## config.mk

```make
export PLATFORM = sky130hd
export DESIGN_NAME = vadd_sequencer_flat
export DESIGN_NICKNAME = d
export VERILOG_FILES = /design/src/rtl/vadd_sequencer_pkg.sv /design/src/rtl/vadd_sequencer_if.sv /design/src/rtl/vadd_seq_ctrl.sv /design/src/rtl/vadd_sequencer.sv /design/src/flat_wrapper.sv
export SDC_FILE = /design/constraint.sdc
export NUM_CORES = 1
export LEC_CHECK = 0
export ABC_AREA = 1
export ABC_CLOCK_PERIOD_IN_PS = 5150
export CELL_PAD_IN_SITES_DETAIL_PLACEMENT = 1
export CELL_PAD_IN_SITES_GLOBAL_PLACEMENT = 2
export CORE_MARGIN = 1
export CORE_UTILIZATION = 22
export CTS_BUF_LIST = sky130_fd_sc_hd__clkbuf_4
export DETAILED_ROUTE_END_ITERATION = 8
export PLACE_DENSITY = 0.86
export SYNTH_ARGS = -nofsm -noshare
export SYNTH_HDL_FRONTEND = slang
export SYNTH_HIERARCHICAL = 1
export SYNTH_SLANG_ARGS = --single-unit
```

## constraint.sdc

```tcl
create_clock -name clk -period 5.15 [get_ports clk]
set_input_delay 1.03 -clock clk [delete_from_list [all_inputs] [get_ports clk]]
set_output_delay 1.03 -clock clk [all_outputs]
set_load 0.05 [all_outputs]
```

## src/rtl/vadd_sequencer_pkg.sv

```systemverilog
// Shared widths, FSM state type and FP16 helpers for the vector add/subtract sequencer.
// Imported by the interface, the control FSM and the top-level datapath.
package vadd_sequencer_pkg;

    localparam int FP16_W   = 16;
    localparam int SIGN_BIT = 15;
    localparam int VLEN     = 16;
    localparam int IDX_W    = 4;
    localparam int NREG     = 8;
    localparam int REG_W    = 3;
    localparam int ADDR_W   = REG_W + IDX_W;
    localparam int CNT_W    = IDX_W + 1;

    typedef enum logic [1:0] {
        IDLE  = 2'd0,
        RUN   = 2'd1,
        DRAIN = 2'd2,
        DONE  = 2'd3
    } seq_state_e;

    function automatic logic [FP16_W-1:0] fp16_neg(input logic [FP16_W-1:0] x);
        return {~x[SIGN_BIT], x[SIGN_BIT-1:0]};
    endfunction

    // Requests longer than a register hold are trimmed to a full vector.
    function automatic logic [CNT_W-1:0] clamp_len(input logic [CNT_W-1:0] l);
        return (l > CNT_W'(VLEN)) ? CNT_W'(VLEN) : l;
    endfunction

endpackage

```

## src/rtl/vadd_sequencer_if.sv

```systemverilog
// Bundle of the issue-side, register-file and adder signals around the sequencer.
// The slave modport is the sequencer's view; master is the surrounding environment.
interface vadd_sequencer_if;
    import vadd_sequencer_pkg::*;

    logic              start;
    logic              op_sub;
    logic [REG_W-1:0]  src_a;
    logic [REG_W-1:0]  src_b;
    logic [REG_W-1:0]  dst;
    logic [CNT_W-1:0]  len;
    logic              rd_en;
    logic [ADDR_W-1:0] rd_addr_a;
    logic [ADDR_W-1:0] rd_addr_b;
    logic [FP16_W-1:0] rd_data_a;
    logic [FP16_W-1:0] rd_data_b;
    logic [FP16_W-1:0] add_a;
    logic [FP16_W-1:0] add_b;
    logic [FP16_W-1:0] add_sum;
    logic              add_ovf;
    logic              wr_en;
    logic [ADDR_W-1:0] wr_addr;
    logic [FP16_W-1:0] wr_data;
    logic              busy;
    logic              done;
    logic              ovf_sticky;
    logic [IDX_W-1:0]  ovf_idx;

    modport slave (
        input  start, op_sub, src_a, src_b, dst, len,
        input  rd_data_a, rd_data_b, add_sum, add_ovf,
        output rd_en, rd_addr_a, rd_addr_b, add_a, add_b,
        output wr_en, wr_addr, wr_data, busy, done, ovf_sticky, ovf_idx
    );

    modport master (
        output start, op_sub, src_a, src_b, dst, len,
        output rd_data_a, rd_data_b, add_sum, add_ovf,
        input  rd_en, rd_addr_a, rd_addr_b, add_a, add_b,
        input  wr_en, wr_addr, wr_data, busy, done, ovf_sticky, ovf_idx
    );

endinterface

```

## src/rtl/vadd_seq_ctrl.sv

```systemverilog
// Sequencer FSM: accepts a request, issues one element read per cycle, drains the
// two-stage pipe and pulses done. Operation fields are latched at acceptance.
module vadd_seq_ctrl
    import vadd_sequencer_pkg::*;
(
    input  logic             clk,
    input  logic             rst,
    input  logic             start,
    input  logic             op_sub,
    input  logic [REG_W-1:0] src_a,
    input  logic [REG_W-1:0] src_b,
    input  logic [REG_W-1:0] dst,
    input  logic [CNT_W-1:0] len,
    output logic             accept,
    output logic             rd_en,
    output logic [IDX_W-1:0] rd_idx,
    output logic [REG_W-1:0] src_a_r,
    output logic [REG_W-1:0] src_b_r,
    output logic [REG_W-1:0] dst_r,
    output logic             op_sub_r,
    output logic             busy,
    output logic             done
);

    seq_state_e       state_r;
    logic [CNT_W-1:0] issue_k_r;
    logic [CNT_W-1:0] len_r;
    logic             drain_r;
    logic             rd_en_r;
    logic             busy_r;
    logic             done_r;
    logic [CNT_W-1:0] len_s;

    assign len_s  = clamp_len(len);
    assign accept = (state_r == IDLE) && start;
    assign rd_en  = rd_en_r;
    assign rd_idx = issue_k_r[IDX_W-1:0];
    assign busy   = busy_r;
    assign done   = done_r;

    // State, issue counter and registered control outputs.
    always_ff @(posedge clk) begin
        if (rst) begin
            state_r   <= IDLE;
            issue_k_r <= {CNT_W{1'b0}};
            len_r     <= {CNT_W{1'b0}};
            drain_r   <= 1'b0;
            rd_en_r   <= 1'b0;
            busy_r    <= 1'b0;
            done_r    <= 1'b0;
            src_a_r   <= {REG_W{1'b0}};
            src_b_r   <= {REG_W{1'b0}};
            dst_r     <= {REG_W{1'b0}};
            op_sub_r  <= 1'b0;
        end else begin
            case (state_r)
                IDLE: begin
                    done_r  <= 1'b0;
                    rd_en_r <= 1'b0;
                    busy_r  <= 1'b0;
                    if (start) begin
                        src_a_r   <= src_a;
                        src_b_r   <= src_b;
                        dst_r     <= dst;
                        op_sub_r  <= op_sub;
                        len_r     <= len_s;
                        issue_k_r <= {CNT_W{1'b0}};
                        if (len_s == {CNT_W{1'b0}}) begin
                            state_r <= DONE;
                            done_r  <= 1'b1;
                        end else begin
                            state_r <= RUN;
                            rd_en_r <= 1'b1;
                            busy_r  <= 1'b1;
                        end
                    end else begin
                        state_r <= IDLE;
                    end
                end
                RUN: begin
                    if (issue_k_r + CNT_W'(1) == len_r) begin
                        rd_en_r <= 1'b0;
                        drain_r <= 1'b0;
                        state_r <= DRAIN;
                    end else begin
                        issue_k_r <= issue_k_r + CNT_W'(1);
                        rd_en_r   <= 1'b1;
                    end
                end
                DRAIN: begin
                    if (drain_r) begin
                        state_r <= DONE;
                        busy_r  <= 1'b0;
                        done_r  <= 1'b1;
                    end else begin
                        drain_r <= 1'b1;
                    end
                end
                DONE: begin
                    done_r  <= 1'b0;
                    state_r <= IDLE;
                end
                default: begin
                    state_r <= IDLE;
                    rd_en_r <= 1'b0;
                    busy_r  <= 1'b0;
                    done_r  <= 1'b0;
                end
            endcase
        end
    end

endmodule

```

## src/rtl/vadd_sequencer.sv

```systemverilog
// Element-wise FP16 vector add/subtract sequencer: read stage, shared-adder stage
// and registered write-back, plus sticky first-overflow tracking.
module vadd_sequencer
    import vadd_sequencer_pkg::*;
(
    input  logic clk,
    input  logic rst,
    vadd_sequencer_if.slave bus
);

    logic              accept_s;
    logic              rd_en_s;
    logic [IDX_W-1:0]  rd_idx_s;
    logic [REG_W-1:0]  src_a_r;
    logic [REG_W-1:0]  src_b_r;
    logic [REG_W-1:0]  dst_r;
    logic              op_sub_r;
    logic              busy_s;
    logic              done_s;

    logic              a_vld_r;
    logic [IDX_W-1:0]  a_idx_r;
    logic [FP16_W-1:0] add_a_s;
    logic [FP16_W-1:0] add_b_s;
    logic              wr_en_r;
    logic [ADDR_W-1:0] wr_addr_r;
    logic [FP16_W-1:0] wr_data_r;
    logic              ovf_sticky_r;
    logic [IDX_W-1:0]  ovf_idx_r;

    vadd_seq_ctrl u_ctrl (
        .clk      (clk),
        .rst      (rst),
        .start    (bus.start),
        .op_sub   (bus.op_sub),
        .src_a    (bus.src_a),
        .src_b    (bus.src_b),
        .dst      (bus.dst),
        .len      (bus.len),
        .accept   (accept_s),
        .rd_en    (rd_en_s),
        .rd_idx   (rd_idx_s),
        .src_a_r  (src_a_r),
        .src_b_r  (src_b_r),
        .dst_r    (dst_r),
        .op_sub_r (op_sub_r),
        .busy     (busy_s),
        .done     (done_s)
    );

    // Adder operands come straight from read data and are zero outside the adder stage.
    always_comb begin
        add_a_s = {FP16_W{1'b0}};
        add_b_s = {FP16_W{1'b0}};
        if (a_vld_r) begin
            add_a_s = bus.rd_data_a;
            if (op_sub_r) begin
                add_b_s = fp16_neg(bus.rd_data_b);
            end else begin
                add_b_s = bus.rd_data_b;
            end
        end else begin
            add_a_s = {FP16_W{1'b0}};
            add_b_s = {FP16_W{1'b0}};
        end
    end

    // Adder-stage tracking and result write-back register.
    always_ff @(posedge clk) begin
        if (rst) begin
            a_vld_r   <= 1'b0;
            a_idx_r   <= {IDX_W{1'b0}};
            wr_en_r   <= 1'b0;
            wr_addr_r <= {ADDR_W{1'b0}};
            wr_data_r <= {FP16_W{1'b0}};
        end else begin
            a_vld_r <= rd_en_s;
            a_idx_r <= rd_idx_s;
            wr_en_r <= a_vld_r;
            if (a_vld_r) begin
                wr_addr_r <= {dst_r, a_idx_r};
                wr_data_r <= bus.add_sum;
            end else begin
                wr_addr_r <= wr_addr_r;
                wr_data_r <= wr_data_r;
            end
        end
    end

    // Overflow flag is cleared by a new request; only the first overflow sets the index.
    always_ff @(posedge clk) begin
        if (rst) begin
            ovf_sticky_r <= 1'b0;
            ovf_idx_r    <= {IDX_W{1'b0}};
        end else if (accept_s) begin
            ovf_sticky_r <= 1'b0;
            ovf_idx_r    <= {IDX_W{1'b0}};
        end else if (a_vld_r && bus.add_ovf) begin
            ovf_sticky_r <= 1'b1;
            if (!ovf_sticky_r) begin
                ovf_idx_r <= a_idx_r;
            end else begin
                ovf_idx_r <= ovf_idx_r;
            end
        end else begin
            ovf_sticky_r <= ovf_sticky_r;
            ovf_idx_r    <= ovf_idx_r;
        end
    end

    assign bus.rd_en      = rd_en_s;
    assign bus.rd_addr_a  = {src_a_r, rd_idx_s};
    assign bus.rd_addr_b  = {src_b_r, rd_idx_s};
    assign bus.add_a      = add_a_s;
    assign bus.add_b      = add_b_s;
    assign bus.wr_en      = wr_en_r;
    assign bus.wr_addr    = wr_addr_r;
    assign bus.wr_data    = wr_data_r;
    assign bus.busy       = busy_s;
    assign bus.done       = done_s;
    assign bus.ovf_sticky = ovf_sticky_r;
    assign bus.ovf_idx    = ovf_idx_r;

endmodule

```

## src/flat_wrapper.sv

```systemverilog
// flat-port wrapper written by rule: the top's interface ports become plain ports
module vadd_sequencer_flat import vadd_sequencer_pkg::*;
  (clk, rst, bus_start, bus_op_sub, bus_src_a, bus_src_b, bus_dst, bus_len, bus_rd_data_a, bus_rd_data_b, bus_add_sum, bus_add_ovf, bus_rd_en, bus_rd_addr_a, bus_rd_addr_b, bus_add_a, bus_add_b, bus_wr_en, bus_wr_addr, bus_wr_data, bus_busy, bus_done, bus_ovf_sticky, bus_ovf_idx);
  vadd_sequencer_if bus_i ();
  input  logic clk;
  input  logic rst;
  input wire logic [$bits(bus_i.start)-1:0] bus_start;
  input wire logic [$bits(bus_i.op_sub)-1:0] bus_op_sub;
  input wire logic [$bits(bus_i.src_a)-1:0] bus_src_a;
  input wire logic [$bits(bus_i.src_b)-1:0] bus_src_b;
  input wire logic [$bits(bus_i.dst)-1:0] bus_dst;
  input wire logic [$bits(bus_i.len)-1:0] bus_len;
  input wire logic [$bits(bus_i.rd_data_a)-1:0] bus_rd_data_a;
  input wire logic [$bits(bus_i.rd_data_b)-1:0] bus_rd_data_b;
  input wire logic [$bits(bus_i.add_sum)-1:0] bus_add_sum;
  input wire logic [$bits(bus_i.add_ovf)-1:0] bus_add_ovf;
  output wire logic [$bits(bus_i.rd_en)-1:0] bus_rd_en;
  output wire logic [$bits(bus_i.rd_addr_a)-1:0] bus_rd_addr_a;
  output wire logic [$bits(bus_i.rd_addr_b)-1:0] bus_rd_addr_b;
  output wire logic [$bits(bus_i.add_a)-1:0] bus_add_a;
  output wire logic [$bits(bus_i.add_b)-1:0] bus_add_b;
  output wire logic [$bits(bus_i.wr_en)-1:0] bus_wr_en;
  output wire logic [$bits(bus_i.wr_addr)-1:0] bus_wr_addr;
  output wire logic [$bits(bus_i.wr_data)-1:0] bus_wr_data;
  output wire logic [$bits(bus_i.busy)-1:0] bus_busy;
  output wire logic [$bits(bus_i.done)-1:0] bus_done;
  output wire logic [$bits(bus_i.ovf_sticky)-1:0] bus_ovf_sticky;
  output wire logic [$bits(bus_i.ovf_idx)-1:0] bus_ovf_idx;
  assign bus_i.start = bus_start;
  assign bus_i.op_sub = bus_op_sub;
  assign bus_i.src_a = bus_src_a;
  assign bus_i.src_b = bus_src_b;
  assign bus_i.dst = bus_dst;
  assign bus_i.len = bus_len;
  assign bus_i.rd_data_a = bus_rd_data_a;
  assign bus_i.rd_data_b = bus_rd_data_b;
  assign bus_i.add_sum = bus_add_sum;
  assign bus_i.add_ovf = bus_add_ovf;
  assign bus_rd_en = bus_i.rd_en;
  assign bus_rd_addr_a = bus_i.rd_addr_a;
  assign bus_rd_addr_b = bus_i.rd_addr_b;
  assign bus_add_a = bus_i.add_a;
  assign bus_add_b = bus_i.add_b;
  assign bus_wr_en = bus_i.wr_en;
  assign bus_wr_addr = bus_i.wr_addr;
  assign bus_wr_data = bus_i.wr_data;
  assign bus_busy = bus_i.busy;
  assign bus_done = bus_i.done;
  assign bus_ovf_sticky = bus_i.ovf_sticky;
  assign bus_ovf_idx = bus_i.ovf_idx;
  vadd_sequencer u_core (.clk(clk), .rst(rst), .bus(bus_i));
endmodule
```

==> impl_metrics.yaml <==
setup_path:
  slowest_stage: "clkdlybuf4s50_1"
  crit_fanout: 33
  max_stage_delay_ns: 0.79
  endpoint_kind: "output pin"
  cp.arrival_ns: 2.52
  critPathLaunchType: "flip-flop"
  path_cells: "buf_4, nand2_1, inv_1, clkdlybuf4s50_1"
  worst-setup-path-type: "flip-flop to output pin"
  required_ns: 4.12
cts:
  post_cts_resize_count: 0
  cts_setup_buffers: 0
  numCtsBuffers: 9
  clockBufferDepth: 2
  clk_pin_slew_ns: 0.10
  root_buffer: "clkbuf_4"
  cts_tree: "yes"
  htree_num_levels: 3
  clk_latency_ns: 0.41
  cts_sinks: 60
  postCtsHoldBufs: 0
logic_synthesis:
  synthDistinctLibCells: 21
  synth_mux_area_share_pct: 0
  synth_seq_cells: 60
  ys_seq_area_share_pct: 43.40
  synth_top_family_by_area: "simple AND/OR/NAND/NOR gates"
  syn_area_um2: 2768
  syn-num-nets: 483
  synth-simple-area-share_pct: 30.38
  synth_compound_area_share_pct: 10.35
  synth_area_per_cell_um2: 6.734
  ys_warn_count: 6
  netlist_instances: 411
  synth_fa_ha_area_share_pct: 2.260
  synth_xor_area_share_pct: 0
sta:
  grt_setup_unrepaired: "no"
  min_period_ns: 3.554
  timing.final.max_slew_violations: 0
  finalCritPeriodShare_pct: 69.01
  fmax_ghz: 0.2814
  relSlewSlack_pct: 45.14
  finalSetupViolCount: 0
  fin_tns_setup_ns: 0
  hold_viol_final: 0
  clock_skew_ns: 0.01829
  worst_pin_slew_ns: 0.8230
grt:
  grt_pass1_vias: 3048
  grt_pass1_wl_mm: 14.28
  grt_remaining_overflow: 0
  groute.usage.overall_pct: 14.02
  grt_max_degree: 43
  antenna_found_initial: 0
pwr:
  leakagePower_nw: 1.903
  powerDensity_nw_per_um2: 456.9
  ir_drop_mv: 0.2025
job:
  max_cap_violations: 0
detailed_routing:
  drt-initial-drc-count: 53
  vias: 3035
  drtAntennaViolNets: 0
  viasPerCell: 4.233
  dr.pass1.iters: 4
  avgRoutedWirePerCell_um: 12.45
  totalWireLength_mm: 8.926
  drc: 0
floorplanning:
  rows: 40
  die_y_um: 114.2
  die_x_um: 114.2
  start_util_pct: 22.76
  coreArea_um2: 12160
  die-area_um2: 13030
  ioPinCount: 145
placed_design:
  dp_cells: 701
  gp_congestion: 0.6974
  place_hpwl_mm: 6.879
  io_buffers: 144
finish:
  syn_to_final_growth_pct: 58.77
  stdcell_count: 717
  final_nets: 616
  drive_gt1_share_pct: 4.554
  fin_util_pct: 36.13
  antenna_cells: 0
worst_hold_path:
  hp-class: "flip-flop to flip-flop"
outcome:
  status: "finished clean"
-- worst paths after layout --
kind | startpoint | endpoint | slack [ns] | depth (start not counted)
worst min-delay path | u_core/u_ctrl/rd_en$_SDFFE_PP0P_ | u_core/a_vld_r$_SDFF_PP0_ | 0.46 | 2
worst max register to register | u_core/u_ctrl/state_r[0]$_SDFFE_PP0P_ | u_core/bus.ovf_idx[2]$_SDFFE_PP0P_ | 2.84 | 7
worst max-delay path | u_core/a_vld_r$_SDFF_PP0_ | bus_add_a[0] | 1.60 | 4
worst min register to register | u_core/u_ctrl/rd_en$_SDFFE_PP0P_ | u_core/a_vld_r$_SDFF_PP0_ | 0.46 | 2
-- synth_stat cells, drive strengths merged --
cell	count	share of area (%)
nand4	3	0.68
nor2	49	6.9
or2	1	0.23
a21oi	43	7.8
nand2	133	19
inv	61	8.3
nand3b	3	0.81
a31oi	1	0.23
nand3	14	2.5
nor3	2	0.36
ha	5	2.3
buf	20	4.9
o21ai	13	2.4
clkbuf	3	0.41
dfxtp	60	43
-- state kept, by name, indices dropped and copies added, names as in the netlist --
signal / cells
u_core/bus.wr_data: 16
u_core/bus.wr_addr: 7
u_core/u_ctrl/issue_k_r: 5
u_core/u_ctrl/len_r: 5
u_core/a_idx_r: 4
u_core/bus.ovf_idx: 4
u_core/u_ctrl/dst_r: 3
u_core/u_ctrl/src_a_r: 3
u_core/u_ctrl/src_b_r: 3
u_core/u_ctrl/state_r: 2
u_core/a_vld_r: 1
u_core/bus.ovf_sticky: 1
u_core/bus.wr_en: 1
u_core/u_ctrl/busy: 1
u_core/u_ctrl/done: 1
u_core/u_ctrl/drain_r: 1
u_core/u_ctrl/op_sub_r: 1
u_core/u_ctrl/rd_en: 1
-- placed cells by master (no fill, tap or decap), drive strengths merged --
cell type      instances
inv                   63
clkdlybuf4s50        143
nand3b                 3
buf                    2
clkinv                 1
ha                     5
o21ai                 13
nor3                   2
clkbuf                 9
nor2                  49
a21oi                 43
clkinvlp               4
a31oi                  1
nand3                 14
nand2                133
nand4                  3
dfxtp                 60
or2                    1
-- metal layers --
layer / track usage (%) / share of wire (%) / vias up
met5: 0 / 0 / -
met4: 4.156 / 1.0 / 0
met3: 4.500 / 8.0 / 9
met2: 26.63 / 49 / 103
met1: 14.60 / 42 / 1407
li1: - / - / 1516
-- kinds of logic after synthesis --
group | count (synthesis)
DFF | 60
buffers and inverters | 84
adders and majority gates | 5
AOI/OAI and AO/OA | 57
and+or+nand+nor | 205
-- where the power goes --
part,total (mW),switching [mW],internal [mW]
Combinational,1.07,0.707,0.360
Clock,0.293,0.193,0.100
Sequential,0.648,0.0975,0.551
Total,2.01,0.997,1.01
-- worst max-delay path, delay by kind of cell (launching register included) --
family	cells	cell delay (ns)
buf+inv	3	1.24
simple gates	1	0.13
flops	1	0.75
-- area by class of cell --
class,count,area (µm²)
fill,1534,7767
timing repair buffer,145,1444
sequential,60,1202
multi-input combinational,267,1190
inverter,61,229.0
tap,168,210.2
clock buffer,9,67.56
clock inverter,7,51.30
-- through the flow --
step	cell area (µm²)	setup slack, ns	hold WS [ns]	total power [mW]
4_1_cts	4394	1.513	0.4683	2.044
3_3_place_gp	4275	1.586	0.4475	1.721
5_1_grt	4394	1.388	0.4856	2.163
3_5_place_dp	4275	1.592	0.4528	1.743
6_report	4394	1.596	0.4642	2.008
2_1_floorplan	2768	2.282	0.4367	1.427
Power figures use the tool's default switching activity.
